[src/rtl/seq_shift_unit_if.sv]
// Request/response bundle for the iterative shifter: operand and mode in,
// shifted result out, each side with its own valid/ready pair.
interface seq_shift_unit_if #(
  parameter int WIDTH = 32
) ();
  logic             in_valid;
  logic             in_ready;
  logic [WIDTH-1:0] X;
  logic [31:0]      shift;
  logic [1:0]       mode;
  logic             out_valid;
  logic             out_ready;
  logic [WIDTH-1:0] result;
  logic             busy;

  modport master (
    output in_valid, X, shift, mode, out_ready,
    input  in_ready, out_valid, result, busy
  );

  modport slave (
    input  in_valid, X, shift, mode, out_ready,
    output in_ready, out_valid, result, busy
  );
endinterface

[src/rtl/seq_shift_unit.sv]
// Iterative SLL/SRL/SRA/ROR shifter: moves at most STEP bit positions per clock
// until the latched shift amount is used up, then holds the result for handshake.
//
//  state | meaning
//  IDLE  | waiting for a request, in_ready high
//  SHIFT | shifting the work register by up to STEP per edge
//  DONE  | result valid, waiting for out_ready
module seq_shift_unit #(
  parameter int WIDTH = 32,
  parameter int STEP  = 4
) (
  input logic           clk,
  input logic           rst_n,
  seq_shift_unit_if.slave bus
);
  localparam int SHAMT_W = $clog2(WIDTH);
  localparam logic [SHAMT_W:0] STEP_C  = (SHAMT_W + 1)'(STEP);
  localparam logic [SHAMT_W:0] WIDTH_C = (SHAMT_W + 1)'(WIDTH);

  typedef enum logic [1:0] {IDLE, SHIFT, DONE} state_t;

  state_t             state_q;
  logic [WIDTH-1:0]   work_q;
  logic [WIDTH-1:0]   work_d;
  logic [SHAMT_W-1:0] rem_q;
  logic [SHAMT_W-1:0] rem_d;
  logic [1:0]         mode_q;
  logic [WIDTH-1:0]   result_q;
  logic               in_ready_q;
  logic               out_valid_q;
  logic               busy_q;
  logic [SHAMT_W:0]   amt;
  logic               unused_shift_hi;

  assign unused_shift_hi = ^bus.shift[31:SHAMT_W];

  // amt never exceeds rem, and rem is always below WIDTH, so the ROR
  // left-shift by WIDTH-amt is never a full-width shift.
  always_comb begin
    amt    = ({1'b0, rem_q} < STEP_C) ? {1'b0, rem_q} : STEP_C;
    work_d = work_q;
    case (mode_q)
      2'b00: work_d = work_q << amt;
      2'b01: work_d = work_q >> amt;
      2'b10: work_d = WIDTH'($signed(work_q) >>> amt);
      2'b11: work_d = (work_q >> amt) | (work_q << (WIDTH_C - amt));
      default: work_d = work_q;
    endcase
    rem_d = rem_q - amt[SHAMT_W-1:0];
  end

  always_ff @(posedge clk or negedge rst_n) begin
    if (!rst_n) begin
      state_q     <= IDLE;
      work_q      <= '0;
      rem_q       <= '0;
      mode_q      <= '0;
      result_q    <= '0;
      in_ready_q  <= 1'b1;
      out_valid_q <= 1'b0;
      busy_q      <= 1'b0;
    end else begin
      case (state_q)
        IDLE: begin
          if (bus.in_valid) begin
            work_q     <= bus.X;
            rem_q      <= bus.shift[SHAMT_W-1:0];
            mode_q     <= bus.mode;
            in_ready_q <= 1'b0;
            busy_q     <= 1'b1;
            if (bus.shift[SHAMT_W-1:0] == '0) begin
              result_q    <= bus.X;
              out_valid_q <= 1'b1;
              state_q     <= DONE;
            end else begin
              state_q <= SHIFT;
            end
          end
        end
        SHIFT: begin
          work_q <= work_d;
          rem_q  <= rem_d;
          if (rem_d == '0) begin
            result_q    <= work_d;
            out_valid_q <= 1'b1;
            state_q     <= DONE;
          end
        end
        DONE: begin
          if (bus.out_ready) begin
            out_valid_q <= 1'b0;
            in_ready_q  <= 1'b1;
            busy_q      <= 1'b0;
            state_q     <= IDLE;
          end
        end
        default: begin
          out_valid_q <= 1'b0;
          in_ready_q  <= 1'b1;
          busy_q      <= 1'b0;
          state_q     <= IDLE;
        end
      endcase
    end
  end

  assign bus.in_ready  = in_ready_q;
  assign bus.out_valid = out_valid_q;
  assign bus.busy      = busy_q;
  assign bus.result    = result_q;
endmodule

[src/flat_wrapper.sv]
// flat-port wrapper written by rule: the top's interface ports become plain ports
module seq_shift_unit_flat 
#(
  parameter int WIDTH = 32,
  parameter int STEP  = 4
)
  (clk, rst_n, bus_in_valid, bus_X, bus_shift, bus_mode, bus_out_ready, bus_in_ready, bus_out_valid, bus_result, bus_busy);
  seq_shift_unit_if #(.WIDTH(WIDTH)) bus_i ();
  input logic clk;
  input logic rst_n;
  input wire logic [$bits(bus_i.in_valid)-1:0] bus_in_valid;
  input wire logic [$bits(bus_i.X)-1:0] bus_X;
  input wire logic [$bits(bus_i.shift)-1:0] bus_shift;
  input wire logic [$bits(bus_i.mode)-1:0] bus_mode;
  input wire logic [$bits(bus_i.out_ready)-1:0] bus_out_ready;
  output wire logic [$bits(bus_i.in_ready)-1:0] bus_in_ready;
  output wire logic [$bits(bus_i.out_valid)-1:0] bus_out_valid;
  output wire logic [$bits(bus_i.result)-1:0] bus_result;
  output wire logic [$bits(bus_i.busy)-1:0] bus_busy;
  assign bus_i.in_valid = bus_in_valid;
  assign bus_i.X = bus_X;
  assign bus_i.shift = bus_shift;
  assign bus_i.mode = bus_mode;
  assign bus_i.out_ready = bus_out_ready;
  assign bus_in_ready = bus_i.in_ready;
  assign bus_out_valid = bus_i.out_valid;
  assign bus_result = bus_i.result;
  assign bus_busy = bus_i.busy;
  seq_shift_unit #(.WIDTH(WIDTH), .STEP(STEP)) u_core (.clk(clk), .rst_n(rst_n), .bus(bus_i));
endmodule
[config.mk]
export PLATFORM = sky130hd
export DESIGN_NAME = seq_shift_unit_flat
export DESIGN_NICKNAME = d
export VERILOG_FILES = /design/src/rtl/seq_shift_unit_if.sv /design/src/rtl/seq_shift_unit.sv /design/src/flat_wrapper.sv
export SDC_FILE = /design/constraint.sdc
export NUM_CORES = 1
export LEC_CHECK = 0
export BUFFER_PORTS_ARGS = -buffer_cell sky130_fd_sc_hd__buf_2
export CAP_MARGIN = 20
export CELL_PAD_IN_SITES_DETAIL_PLACEMENT = 1
export CELL_PAD_IN_SITES_GLOBAL_PLACEMENT = 2
export CORE_UTILIZATION = 35
export DETAILED_ROUTE_END_ITERATION = 16
export GPL_TIMING_DRIVEN = 0
export PLACE_DENSITY_LB_ADDON = 0.3
export SETUP_SLACK_MARGIN = 0.15
export SLEW_MARGIN = 20
export SYNTH_ARGS = -nofsm -noshare
export SYNTH_HDL_FRONTEND = slang
export SYNTH_SLANG_ARGS = --single-unit
[constraint.sdc]
create_clock -name clk -period 10.5 [get_ports clk]
set_input_delay 0.525 -clock clk [delete_from_list [all_inputs] [get_ports clk]]
set_output_delay 0.525 -clock clk [all_outputs]
set_load 0.01 [all_outputs]
* After elaboration in Yosys (flattened, before gate mapping)
Cells that the tools add are included.
** Word-level totals
- Word-level logic and storage cells :: 62
- Bits of input ports :: 70
- Register bits :: 76
- Output and inout bits :: 35
** Operators by class
- Shift operators :: 4
- Equality and inequality tests :: 9
- Bitwise logic cells :: 2
- Multiplexer cells :: 25
- Add/subtract/negate cells :: 2
- Reduce and logical (&&, ||, !) cells :: 11
- $lt $le $gt $ge :: 1
** Operators by type and width (count)
- 32-bit 2-to-1 mux :: 4
- 32-bit case mux with 2 select lines :: 2
- 32-bit case mux with 4 select lines :: 1
- 32-bit by 6-bit left shift with 32-bit output :: 2
- 32-bit OR :: 1
- 32-bit by 6-bit right shift with 32-bit output :: 1
- 32-bit by 6-bit >>> shifter with 32-bit output :: 1
- 5-bit zero test :: 2
- 5-bit 2-to-1 mux :: 2
- 5-bit case mux with 2 select lines :: 1
- 1-bit case mux with 3 select lines :: 3
- 2-bit 2-to-1 mux :: 4
- 4-bit AND reduction :: 2
- 1-bit 2-to-1 mux :: 7
- 2-bit == test (second input constant) :: 3
- 2-bit case mux with 3 select lines :: 1
- 3-bit AND reduction :: 2
- 6-bit subtractor (first input constant) :: 1
- 5-bit by 3-bit less-than comparator with 1-bit output (second input constant) :: 1
- 5-bit subtractor :: 1
- 2-bit by 1-bit == test with 1-bit output (second input constant) :: 2
- 2-bit zero test :: 2
- 2-bit by 1-bit != test with 1-bit output (second input constant) :: 2
- 2-bit != test (second input constant) :: 2
- other kinds (3) :: 4

* Longest topological paths before layout
Gate-level depths: netlist (run 1).
- Depth in word-level cells :: 8
- Mapped depth :: 15
- Mapped depth without buffers :: 9

* Least setup slack after synthesis (run 1)
OpenSTA, ideal clock, no wires.
- Kind :: register -> register
- From :: register u_core.rem_q[3]
- To :: register u_core.result_q[15] (netlist: u_core.bus.result[15])
- Data required time :: 10.375 ns
- Setup slack :: 6.947 ns
- Period minus slack after synthesis :: 3.553 ns
- Data arrival time :: 3.429 ns
- Stages on the path, launching flop included :: 13
- Path through :: dfrtp_1 buf_6 nor4b_2 inv_1 clkbuf_1 ha_1 clkbuf_1 buf_1 mux4_2 a21oi_1 o211ai_1 o221a_2 mux2_2
** Between the ends
- Cells in the longest elaborated chain, start to end :: 8
- Elaborated cells between the ends (all ways) :: 15
- Classes of those cells :: add/sub (2); order compare (1); eq/ne (1); shift (4); mux (4); bitwise (1); reduce/logical (2)
** RTL lines
- from (decl) :: RTL line seq_shift_unit.sv:25 : logic [SHAMT_W-1:0] rem_q;
- from (signal assigned) :: RTL line seq_shift_unit.sv:67 : rem_q <= bus.shift[SHAMT_W-1:0];
- from (signal assigned) :: RTL line seq_shift_unit.sv:82 : rem_q <= rem_d;
- 5-bit by 3-bit less-than comparator with 1-bit output :: RTL line seq_shift_unit.sv:40 : amt = ({1'b0, rem_q} < STEP_C) ? {1'b0, rem_q} : STEP_C;
- 5-bit 2-to-1 mux :: RTL line seq_shift_unit.sv:40
- 6-bit subtractor :: RTL line seq_shift_unit.sv:46 : 2'b11: work_d = (work_q >> amt) | (work_q << (WIDTH_C - amt));
- 32-bit by 6-bit left shift with 32-bit output :: RTL line seq_shift_unit.sv:46
- 32-bit OR :: RTL line seq_shift_unit.sv:46
- 32-bit case mux with 4 select lines :: RTL line seq_shift_unit.sv:42 : case (mode_q)
- 32-bit 2-to-1 mux :: RTL line seq_shift_unit.sv:83 : if (rem_d == '0) begin
- 32-bit case mux with 2 select lines :: RTL line seq_shift_unit.sv:63 : case (state_q)
- to (signal assigned) :: RTL line seq_shift_unit.sv:72 : result_q <= bus.X;
- to (signal assigned) :: RTL line seq_shift_unit.sv:84 : result_q <= work_d;
- to (decl) :: RTL line seq_shift_unit.sv:28 : logic [WIDTH-1:0] result_q;
Parallel ways exist; a longest one is shown, timed or not. The select of a mux whose other input is x is not followed.
A chain may end at the register's enable or synchronous reset.

* Worst setup path after layout (run 1)
- From :: register u_core.rem_q[2]
- To :: register u_core.result_q[17] (netlist: u_core.bus.result[17])
Same word-level chain as after synthesis.

==> flow_metrics.env, run 1 <==
export IMPL_status="finished, final reports clean"
export IMPL_skew_ps=10.0
export IMPL_antenna_found_initial=0
export IMPL_grt_max_degree=40
export IMPL_avgViaCountPerCell=6.67
export IMPL_top_usage_layer="met2"
export IMPL_crit_fanout=10
export IMPL_crit_family="buffers and inverters"
export IMPL_r2r_slack_ps=5330
export IMPL_final_net_count=955
export IMPL_fill_cells=2215
export IMPL_hp_class="in -> async"
export IMPL_postSynthCellCount=794
export IMPL_synthesis_area_um2=6600
export IMPL_die_area_um2=19400
export IMPL_ant_nets=0
export IMPL_cts_sinks=76
export IMPL_grt_pass1_wl_um=51400
export IMPL_relSlewSlack_pct=34.6
export IMPL_final_cell_mix="114 x nand2_1, 91 x buf_2, 75 x dfrtp_1"
export IMPL_cts_repair_resized=0
export IMPL_grt_pass1_vias=7707
export IMPL_insertion_delay_ps=360
export IMPL_crit_path_top_delay_cell="clkbuf_1"
export IMPL_dr_pass1_iters=6
export IMPL_drive_gt1_share_pct=18.8
export IMPL_die_height_um=139
export IMPL_ys_warn_count=0
export IMPL_tightestPinTransition_ps=981
export IMPL_place_ws_ps=5340
export IMPL_setup_viol=0
export IMPL_r2r_worst_path_cells=14
export IMPL_grt_overflow_total=0
export IMPL_slowest_delay_ps=660
export IMPL_total_leakage_power_nw=3.15
export IMPL_io_pins=105
export IMPL_cts_root_buffer="clkbuf_16"
export IMPL_first_iter_violations=850
export IMPL_cts_setup_buffers=0
export IMPL_final_common_cell="nand2_1"
export IMPL_cts_max_path_buffers=2
export IMPL_seq_area_frac_synth_pct=28.8
export IMPL_fin_crit_ps=5170
export IMPL_grt_use_total_pct=36.2
export IMPL_die_w_um=139
export IMPL_ys_seq_elements=76
export IMPL_tritoncts="done"
export IMPL_drv_cap=0
export IMPL_synth_flop_cell="dfrtp_1"
export IMPL_r2r_start="u_core.rem_q[2]"
export IMPL_io_buffer_count=77
export IMPL_coreArea_um2=18200
export IMPL_rows=49
export IMPL_place_hpwl_um=25800
export IMPL_use_met3_pct=8.98
export IMPL_power_density_nw_per_um2=415
export IMPL_final_hold_viol_count=0
export IMPL_postCtsHoldBufs=0
export IMPL_arrival_ps=5410
export IMPL_vias=7449
export IMPL_grtUsageMet2_pct=55.2
export IMPL_numCtsBuffers=9
export IMPL_syn_to_final_growth_pct=15.4
export IMPL_worstPathCellList="buf_2 > or3_1 > buf_1 > clkbuf_1 > clkbuf_1 > nand2_1 > ha_1 > o32a_1 > o21a_1 > nor4_2 > nor2_1 > nor2_1 > buf_2 > mux2_2"
export IMPL_synth_nets=866
export IMPL_irDropWorstVdd_v=0.000187
export IMPL_async_flop_share_pct=100
export IMPL_synth_edff_count=0
export IMPL_wl_per_cell_um=30.8
export IMPL_fin_ws_ps=5330
export IMPL_r2r_end="u_core.bus.result[17]"
export IMPL_gp_congestion=0.990
export IMPL_post_route_period_util_pct=49.2
export IMPL_grtUsageMet1_pct=48.1
export IMPL_synth_distinct_cells=76
export IMPL_final_core_util_pct=41.8
export IMPL_rsz0062_at_grt="false"
export IMPL_finalWirelength_um=34400
export IMPL_antenna_cells=0
export IMPL_tns_ps=0
export IMPL_crit_buf_inv=5
export IMPL_clkTransAtPathRegs_ps=70
export IMPL_htreeDepth=3
export IMPL_fmax_mhz=193
export IMPL_hold_slack_ps=130
export IMPL_drcViolationCount=0
export IMPL_syn_mean_instance_area_um2=8.31
export IMPL_path_class="reg -> reg"
export IMPL_crit_required_ps=10740
export IMPL_finalMaxSlewViolations=0
export IMPL_crit_path_end_kind="register"
export IMPL_worstSetupStartpointType="register"
export IMPL_start_util_pct=36.3
==> power by group <==
part	internal (W)	leakage, nW	total (W)	switching, W
Clock	0.000184	0.142	0.000328	0.000143
Sequential	0.000448	0.913	0.000549	0.000101
Combinational	0.000759	2.09	0.00228	0.00152
Total	0.00139	3.15	0.00316	0.00177
==> state kept, by name, indices dropped and copies added, names as in the netlist <==
name	cells
u_core.mode_q	2
u_core.rem_q	5
u_core.work_q	32
u_core.state_q	2
u_core.bus.busy	1
u_core.bus.in_ready	1
u_core.bus.out_valid	1
u_core.bus.result	32
==> layer usage <==
layer  vias to the layer above  share of wire (%)
li1                       3139                  -
met1                      3773                 43
met2                       440                 44
met3                        97                8.8
met4                         0                4.6
met5                         -                  0
==> area by class of cell <==
class / count / area [um2] / area share, %
repair buffers: 78 / 408 / 5.36
well taps: 229 / 287 / 3.76
clock buffers: 10 / 229 / 3.01
multi-input cells: 611 / 4260 / 55.9
clock inverters: 6 / 65.1 / 0.854
plain buffers: 95 / 424 / 5.57
inverters: 12 / 45.0 / 0.591
flip-flops and latches: 76 / 1900 / 25.0
==> stage by stage <==
step           total power, W  std cells  area, um2
3_3_place_gp          0.00270       1100       7270
2_1_floorplan         0.00193        794       6600
4_1_cts               0.00309       1117       7610
5_1_grt               0.00332       1117       7620
3_5_place_dp          0.00275       1101       7320
6_report              0.00316       1117       7620
==> synthesized netlist by cell type, types with 14 or more instances <==
cell | number | area (um2)
mux2i_1 | 68 | 681
clkbuf_1 | 59 | 221
a21oi_1 | 46 | 230
nand2_1 | 114 | 428
o31ai_1 | 17 | 128
a31oi_1 | 21 | 131
buf_1 | 14 | 52.6
nor2_1 | 57 | 214
buf_2 | 15 | 75.1
dfrtp_1 | 75 | 1880
nand3_1 | 22 | 110
mux4_2 | 18 | 405
o21ai_0 | 44 | 220
mux2_2 | 18 | 203
nor2b_1 | 14 | 87.6
==> how the worst max path moves through the flow <==
stage                    start                     to  cells after the start
2_1_floorplan  u_core.rem_q[3]  u_core.bus.result[15]                     12
3_3_place_gp   u_core.rem_q[3]       u_core.work_q[9]                     11
3_5_place_dp   u_core.rem_q[2]  u_core.bus.result[17]                     14
4_1_cts        u_core.rem_q[2]  u_core.bus.result[17]                     14
5_1_grt        u_core.rem_q[2]  u_core.bus.result[17]                     14
6_report       u_core.rem_q[2]  u_core.bus.result[17]                     14
==> worst register-to-register path: stages (launching register included) <==
cell and delay, ps:
dfrtp_1 320, buf_2 230, or3_1 180, buf_1 330
clkbuf_1 510, clkbuf_1 660, nand2_1 160, ha_1 280
o32a_1 300, o21a_1 200, nor4_2 480, nor2_1 100
nor2_1 490, buf_2 440, mux2_2 380
==> logic make-up (layout without fill, tap and decap cells) <==
kind of cell    count (synthesis)  after routing  share of synthesized area, %
simple gates                  253            253                          17.9
compound gates                249            249                          25.9
buf+inv                       107            201                          7.11
mux                           104            104                          19.5
flops                          76             76                          28.8
fa+ha+maj                       2              2                         0.379
xor+xnor                        2              2                         0.379
other cells                     1              1                        0.0568
Power figures use the tool's default switching activity.
==> run 2: changes to the inputs <==
==> constraint.sdc (replaced) <==
create_clock -name clk -period 4.8 [get_ports clk]
set_input_delay 0.24 -clock clk [delete_from_list [all_inputs] [get_ports clk]]
set_output_delay 0.24 -clock clk [all_outputs]
set_load 0.01 [all_outputs]
==> run 2 against run 1 <==
Via count down 0.31%. Global-route usage about the same. Cell area up 1.0%. Register-to-register slack worse by 5200 ps. Cell count up 0.36%. Largest power group unchanged. Count of clock-buffer cells in the layout unchanged. Sequential share of layout area down 0.25 points. Combinational power up 120%. Wire length up 0.53%. Hold slack worse by 46 ps. Die area unchanged. Clock skew about the same.
==> flow_metrics.env, run 2 (synthesis results as in run 1) <==
export IMPL_die_area_um2=19400
export IMPL_dr_pass1_iters=6
export IMPL_gp_congestion=0.990
export IMPL_ant_nets=0
export IMPL_fmax_mhz=216
export IMPL_ff_latch_area_um2=1900
export IMPL_grt_use_total_pct=36.3
export IMPL_vias=7426
export IMPL_place_hpwl_um=25800
export IMPL_drive_gt1_share_pct=20.0
export IMPL_crit_required_ps=5030
export IMPL_drcViolationCount=0
export IMPL_antenna_found_initial=0
export IMPL_power_density_nw_per_um2=905
export IMPL_status="finished, final reports clean"
export IMPL_cts_root_buffer="clkbuf_16"
export IMPL_relSlewSlack_pct=35.8
export IMPL_io_pins=105
export IMPL_crit_path_top_delay_cell="nor4b_4"
export IMPL_coreArea_um2=18200
export IMPL_slowest_delay_ps=570
export IMPL_crit_buf_inv=5
export IMPL_fin_crit_ps=4640
export IMPL_worstSetupStartpointType="register"
export IMPL_arrival_ps=4870
export IMPL_tritoncts="done"
export IMPL_finalMaxSlewViolations=0
export IMPL_drv_cap=0
export IMPL_crit_top_cell="buf_6"
export IMPL_path_class="reg -> reg"
export IMPL_final_net_count=959
export IMPL_die_w_um=139
export IMPL_clkTransAtPathRegs_ps=70
export IMPL_setup_viol=0
export IMPL_final_common_cell="nand2_1"
export IMPL_crit_path_end_kind="register"
export IMPL_io_buffer_count=77
export IMPL_rsz0062_at_grt="true"
export IMPL_htreeDepth=3
export IMPL_final_hold_viol_count=0
export IMPL_die_height_um=139
export IMPL_skew_ps=9.80
export IMPL_tns_ps=0
export IMPL_first_iter_violations=808
export IMPL_dpl_cell_area_um2=7320
export IMPL_antenna_cells=0
export IMPL_total_leakage_power_nw=3.19
export IMPL_grt_pass1_vias=7708
export IMPL_grt_pass1_wl_um=51400
export IMPL_avgViaCountPerCell=6.62
export IMPL_grt_max_degree=40
export IMPL_final_cell_mix="114 x nand2_1, 92 x buf_2, 75 x dfrtp_1"
export IMPL_cts_max_path_buffers=2
export IMPL_wl_per_cell_um=30.8
export IMPL_crit_fanout=10
export IMPL_fill_cells=2210
export IMPL_start_util_pct=36.3
export IMPL_finalWirelength_um=34600
export IMPL_syn_to_final_growth_pct=16.5
export IMPL_insertion_delay_ps=360
export IMPL_tightestPinTransition_ps=963
export IMPL_numCtsBuffers=9
export IMPL_hp_class="in -> reg"
export IMPL_worstPathCellList="nor4b_4 > inv_2 > buf_6 > buf_6 > buf_2 > ha_1 > clkbuf_1 > mux2i_2 > nand2_1 > a311oi_1 > mux2i_1 > a221oi_2 > o31ai_1"
export IMPL_crit_family="buffers and inverters"
export IMPL_grt_overflow_total=0
export IMPL_rows=49
export IMPL_total_power_w=0.00696
export IMPL_final_area_um2=7690
export IMPL_post_route_period_util_pct=96.6
export IMPL_multi_input_area_um2=4280
export IMPL_cts_sinks=76
export IMPL_irDropWorstVdd_v=0.000408
export IMPL_r2r_slack_ps=160
## run 2: worst paths after layout
path	start	end	cells after the start
min in group asynchronous	rst_n	u_core.bus.result[26]	2
min	bus_mode[1]	u_core.mode_q[1]	3
max	u_core.rem_q[4]	u_core.bus.result[28]	13
min reg2reg	u_core.bus.result[0]	u_core.bus.result[0]	2
max reg2reg	u_core.rem_q[4]	u_core.bus.result[28]	13
max in group asynchronous	rst_n	u_core.bus.in_ready	3
## run 2: through the flow
stage / hold slack, ps / util [%] / std cells / worst slack (ps)
floorplan: -55.6 / - / 794 / 1250
global placement: 445 / 39.9 / 1100 / -631
detailed placement: 252 / 40.2 / 1101 / -356
finish: 84.2 / 42.3 / 1121 / 164
global route: 118 / 42.3 / 1121 / 45.8
CTS: 85.7 / 41.9 / 1118 / 190
## run 2: power breakdown
| group | switching (W) | total [W] | internal (W) |
|---|---|---|---|
| Sequential | 0.000220 | 0.00120 | 0.000980 |
| Combinational | 0.00336 | 0.00504 | 0.00169 |
| Clock | 0.000316 | 0.000720 | 0.000403 |
| Total | 0.00389 | 0.00696 | 0.00307 |
## run 2: area by class of cell
| class | count | area share (%) |
|---|---|---|
| inverter | 12 | 0.585 |
| timing repair buffer | 82 | 5.89 |
| buffer | 95 | 5.59 |
| multi-input combinational | 611 | 55.7 |
| sequential | 76 | 24.7 |
| clock inverter | 6 | 0.846 |
| tap | 229 | 3.72 |
| clock buffer | 10 | 2.98 |
## run 2: what timing repair did
item	4_1_cts	5_1_grt
pin swaps	1	1
setup buffers	0	3
setup endpoints to repair	43	33
resized for setup	6	4
hold endpoints to repair	38	0
hold buffers	1	0
## run 2: metal layers
layer / GRT usage, % / vias to the layer above / wire (um)
li1: - / 3143 / -
met1: 48.1 / 3714 / 14600
met2: 55.2 / 467 / 15000
met3: 9.08 / 102 / 3240
met4: 17.0 / 0 / 1690
met5: 0 / - / 0
## run 2: worst reg2reg max path, delay by kind of cell, from the launching register on
family          cells  cell delay (ps)
simple gates        2              690
flops               1              480
buf+inv             5             1220
mux                 2              730
fa+ha+maj           1              330
compound gates      3             1080
==> run 3: changes to the inputs <==
--- a/config.mk
+++ b/config.mk
@@ -13,7 +13,7 @@
 export DETAILED_ROUTE_END_ITERATION = 16
 export GPL_TIMING_DRIVEN = 0
 export PLACE_DENSITY_LB_ADDON = 0.3
-export SETUP_SLACK_MARGIN = 0.15
+export SETUP_SLACK_MARGIN = 0.4
 export SLEW_MARGIN = 20
 export SYNTH_ARGS = -nofsm -noshare
 export SYNTH_HDL_FRONTEND = slang
==> run 3 against run 2 <==
Clock power about the same. Core utilization about the same. Combinational power up 0.8%. Cell area barely moved.
==> flow_metrics.env, run 3 (synthesis results as in run 1) <==
export IMPL_total_leakage_power_nw=3.20
export IMPL_grt_overflow_total=0
export IMPL_pwr_share_comb_pct=72.6
export IMPL_hp_class="in -> reg"
export IMPL_start_util_pct=36.3
export IMPL_crit_top_cell="buf_6"
export IMPL_antenna_cells=0
export IMPL_coreArea_um2=18200
export IMPL_fin_crit_ps=4300
export IMPL_finalMaxSlewViolations=0
export IMPL_finalWirelength_um=34800
export IMPL_syn_to_final_growth_pct=16.7
export IMPL_tritoncts="done"
export IMPL_p_int_w=0.00308
export IMPL_slowest_delay_ps=650
export IMPL_power_density_nw_per_um2=908
export IMPL_io_pins=105
export IMPL_pwr_share_seq_pct=17.2
export IMPL_die_w_um=139
export IMPL_tns_ps=0
export IMPL_tightestPinTransition_ps=1020
export IMPL_vias=7547
export IMPL_clockPowerShare_pct=10.3
export IMPL_irDropWorstVdd_v=0.000403
export IMPL_ant_nets=0
export IMPL_final_net_count=958
export IMPL_grt_max_degree=40
export IMPL_final_hold_viol_count=0
export IMPL_crit_path_top_delay_cell="a211oi_1"
export IMPL_drcViolationCount=0
export IMPL_dr_pass1_iters=6
export IMPL_wl_per_cell_um=31.1
export IMPL_cp_depth=13
export IMPL_avgViaCountPerCell=6.74
export IMPL_drv_cap=0
export IMPL_first_iter_violations=807
export IMPL_p_switching_w=0.00392
export IMPL_final_cell_mix="114 x nand2_1, 91 x buf_2, 75 x dfrtp_1"
export IMPL_setup_viol=0
export IMPL_worstSetupStartpointType="register"
export IMPL_drive_gt1_share_pct=20.4
export IMPL_gp_congestion=0.990
export IMPL_crit_fanout=10
export IMPL_grt_use_total_pct=36.3
export IMPL_htreeDepth=3
export IMPL_swShare_pct=56.0
export IMPL_fmax_mhz=233
export IMPL_antenna_found_initial=0
export IMPL_grt_pass1_wl_um=51600
export IMPL_numCtsBuffers=9
export IMPL_arrival_ps=4520
export IMPL_final_common_cell="nand2_1"
export IMPL_grt_pass1_vias=7730
export IMPL_skew_ps=10.9
export IMPL_hold_depth=3
export IMPL_die_height_um=139
export IMPL_post_route_period_util_pct=89.6
export IMPL_rows=49
export IMPL_cts_root_buffer="clkbuf_16"
export IMPL_relSlewSlack_pct=32.2
export IMPL_die_area_um2=19400
export IMPL_path_class="reg -> reg"
export IMPL_crit_family="buffers and inverters"
export IMPL_worstPathCellList="buf_6 > nor4b_4 > inv_2 > buf_6 > buf_6 > buf_2 > ha_1 > clkbuf_2 > buf_2 > clkbuf_2 > o41ai_1 > a211oi_1 > o31ai_1"
export IMPL_io_buffer_count=77
export IMPL_cts_max_path_buffers=2
export IMPL_rsz0062_at_grt="false"
export IMPL_clkTransAtPathRegs_ps=70
export IMPL_final_core_util_pct=42.3
export IMPL_crit_buf_inv=8
export IMPL_insertion_delay_ps=370
export IMPL_status="finished, final reports clean"
export IMPL_crit_required_ps=5020
export IMPL_place_hpwl_um=25800
export IMPL_cts_sinks=76
export IMPL_crit_path_end_kind="register"
export IMPL_r2r_worst_path_cells=13
## run 3: changes by cell type in the layout (fill, tap and decap cells not counted), sizes merged
cell	previous run	this run
buf	117	114
clkbuf	69	71
## run 3: final timing paths
path | start | end | slack, ps
setup / recovery | u_core.rem_q[3] | u_core.work_q[9] | 500
hold / removal | bus_mode[1] | u_core.mode_q[1] | 90
setup reg to reg | u_core.rem_q[3] | u_core.work_q[9] | 500
hold reg to reg | u_core.bus.result[0] | u_core.bus.result[0] | 470
max in group asynchronous | rst_n | u_core.bus.in_ready | 3780
min in group asynchronous | rst_n | u_core.bus.result[26] | 390
## run 3: final cells by class
| class | count | area [um2] |
|---|---|---|
| fillers | 2209 | 10500 |
| multi-input cells | 611 | 4300 |
| flip-flops and latches | 76 | 1900 |
| plain buffers | 95 | 439 |
| repair buffers | 81 | 433 |
| well taps | 229 | 287 |
| clock buffers | 10 | 229 |
| clock inverters | 6 | 65.1 |
| inverters | 12 | 45.0 |
## run 3: repair_timing
| action | 4_1_cts | 5_1_grt |
|---|---|---|
| hold buffers | 1 | 0 |
| pin swaps | 1 | 1 |
| endpoints found under the setup margin | 50 | 36 |
| gates resized for setup | 11 | 7 |
| endpoints found under the hold margin | 38 | 0 |
| buffers inserted | 2 | 0 |
## run 3: power groups by stage
stage	sequential, W	combinational (W)	clock [W]
2_1_floorplan	0.00120	0.00302	0
3_3_place_gp	0.00119	0.00473	0
3_5_place_dp	0.00120	0.00482	0
4_1_cts	0.00120	0.00487	0.000721
5_1_grt	0.00123	0.00535	0.000747
6_report	0.00120	0.00508	0.000720
## run 3: tightest hold or removal path, cell delays in order
cell,delay [ps]
buf_2,70
nand2_1,40
o21ai_0,60
## run 3: through the flow
| stage | setup slack (ps) | total power (W) | cell area, um2 | hold WS [ps] | std cells |
|---|---|---|---|---|---|
| 6_report | 500 | 0.00700 | 7700 | 86.0 | 1120 |
| 5_1_grt | 427 | 0.00733 | 7700 | 118 | 1120 |
| 4_1_cts | 380 | 0.00678 | 7660 | 85.7 | 1120 |
| 3_5_place_dp | -356 | 0.00602 | 7320 | 252 | 1101 |
| 3_3_place_gp | -631 | 0.00591 | 7270 | 445 | 1100 |
| 2_1_floorplan | 1250 | 0.00422 | 6600 | -55.6 | 794 |
## run 3: metal layers
metal / global-route usage (%) / vias up / part of all wire [%]
li1: - / 3147 / -
met1: 48.3 / 3812 / 42
met2: 55.2 / 491 / 44
met3: 8.77 / 97 / 9.5
met4: 17.5 / 0 / 4.6
met5: 0 / - / 0
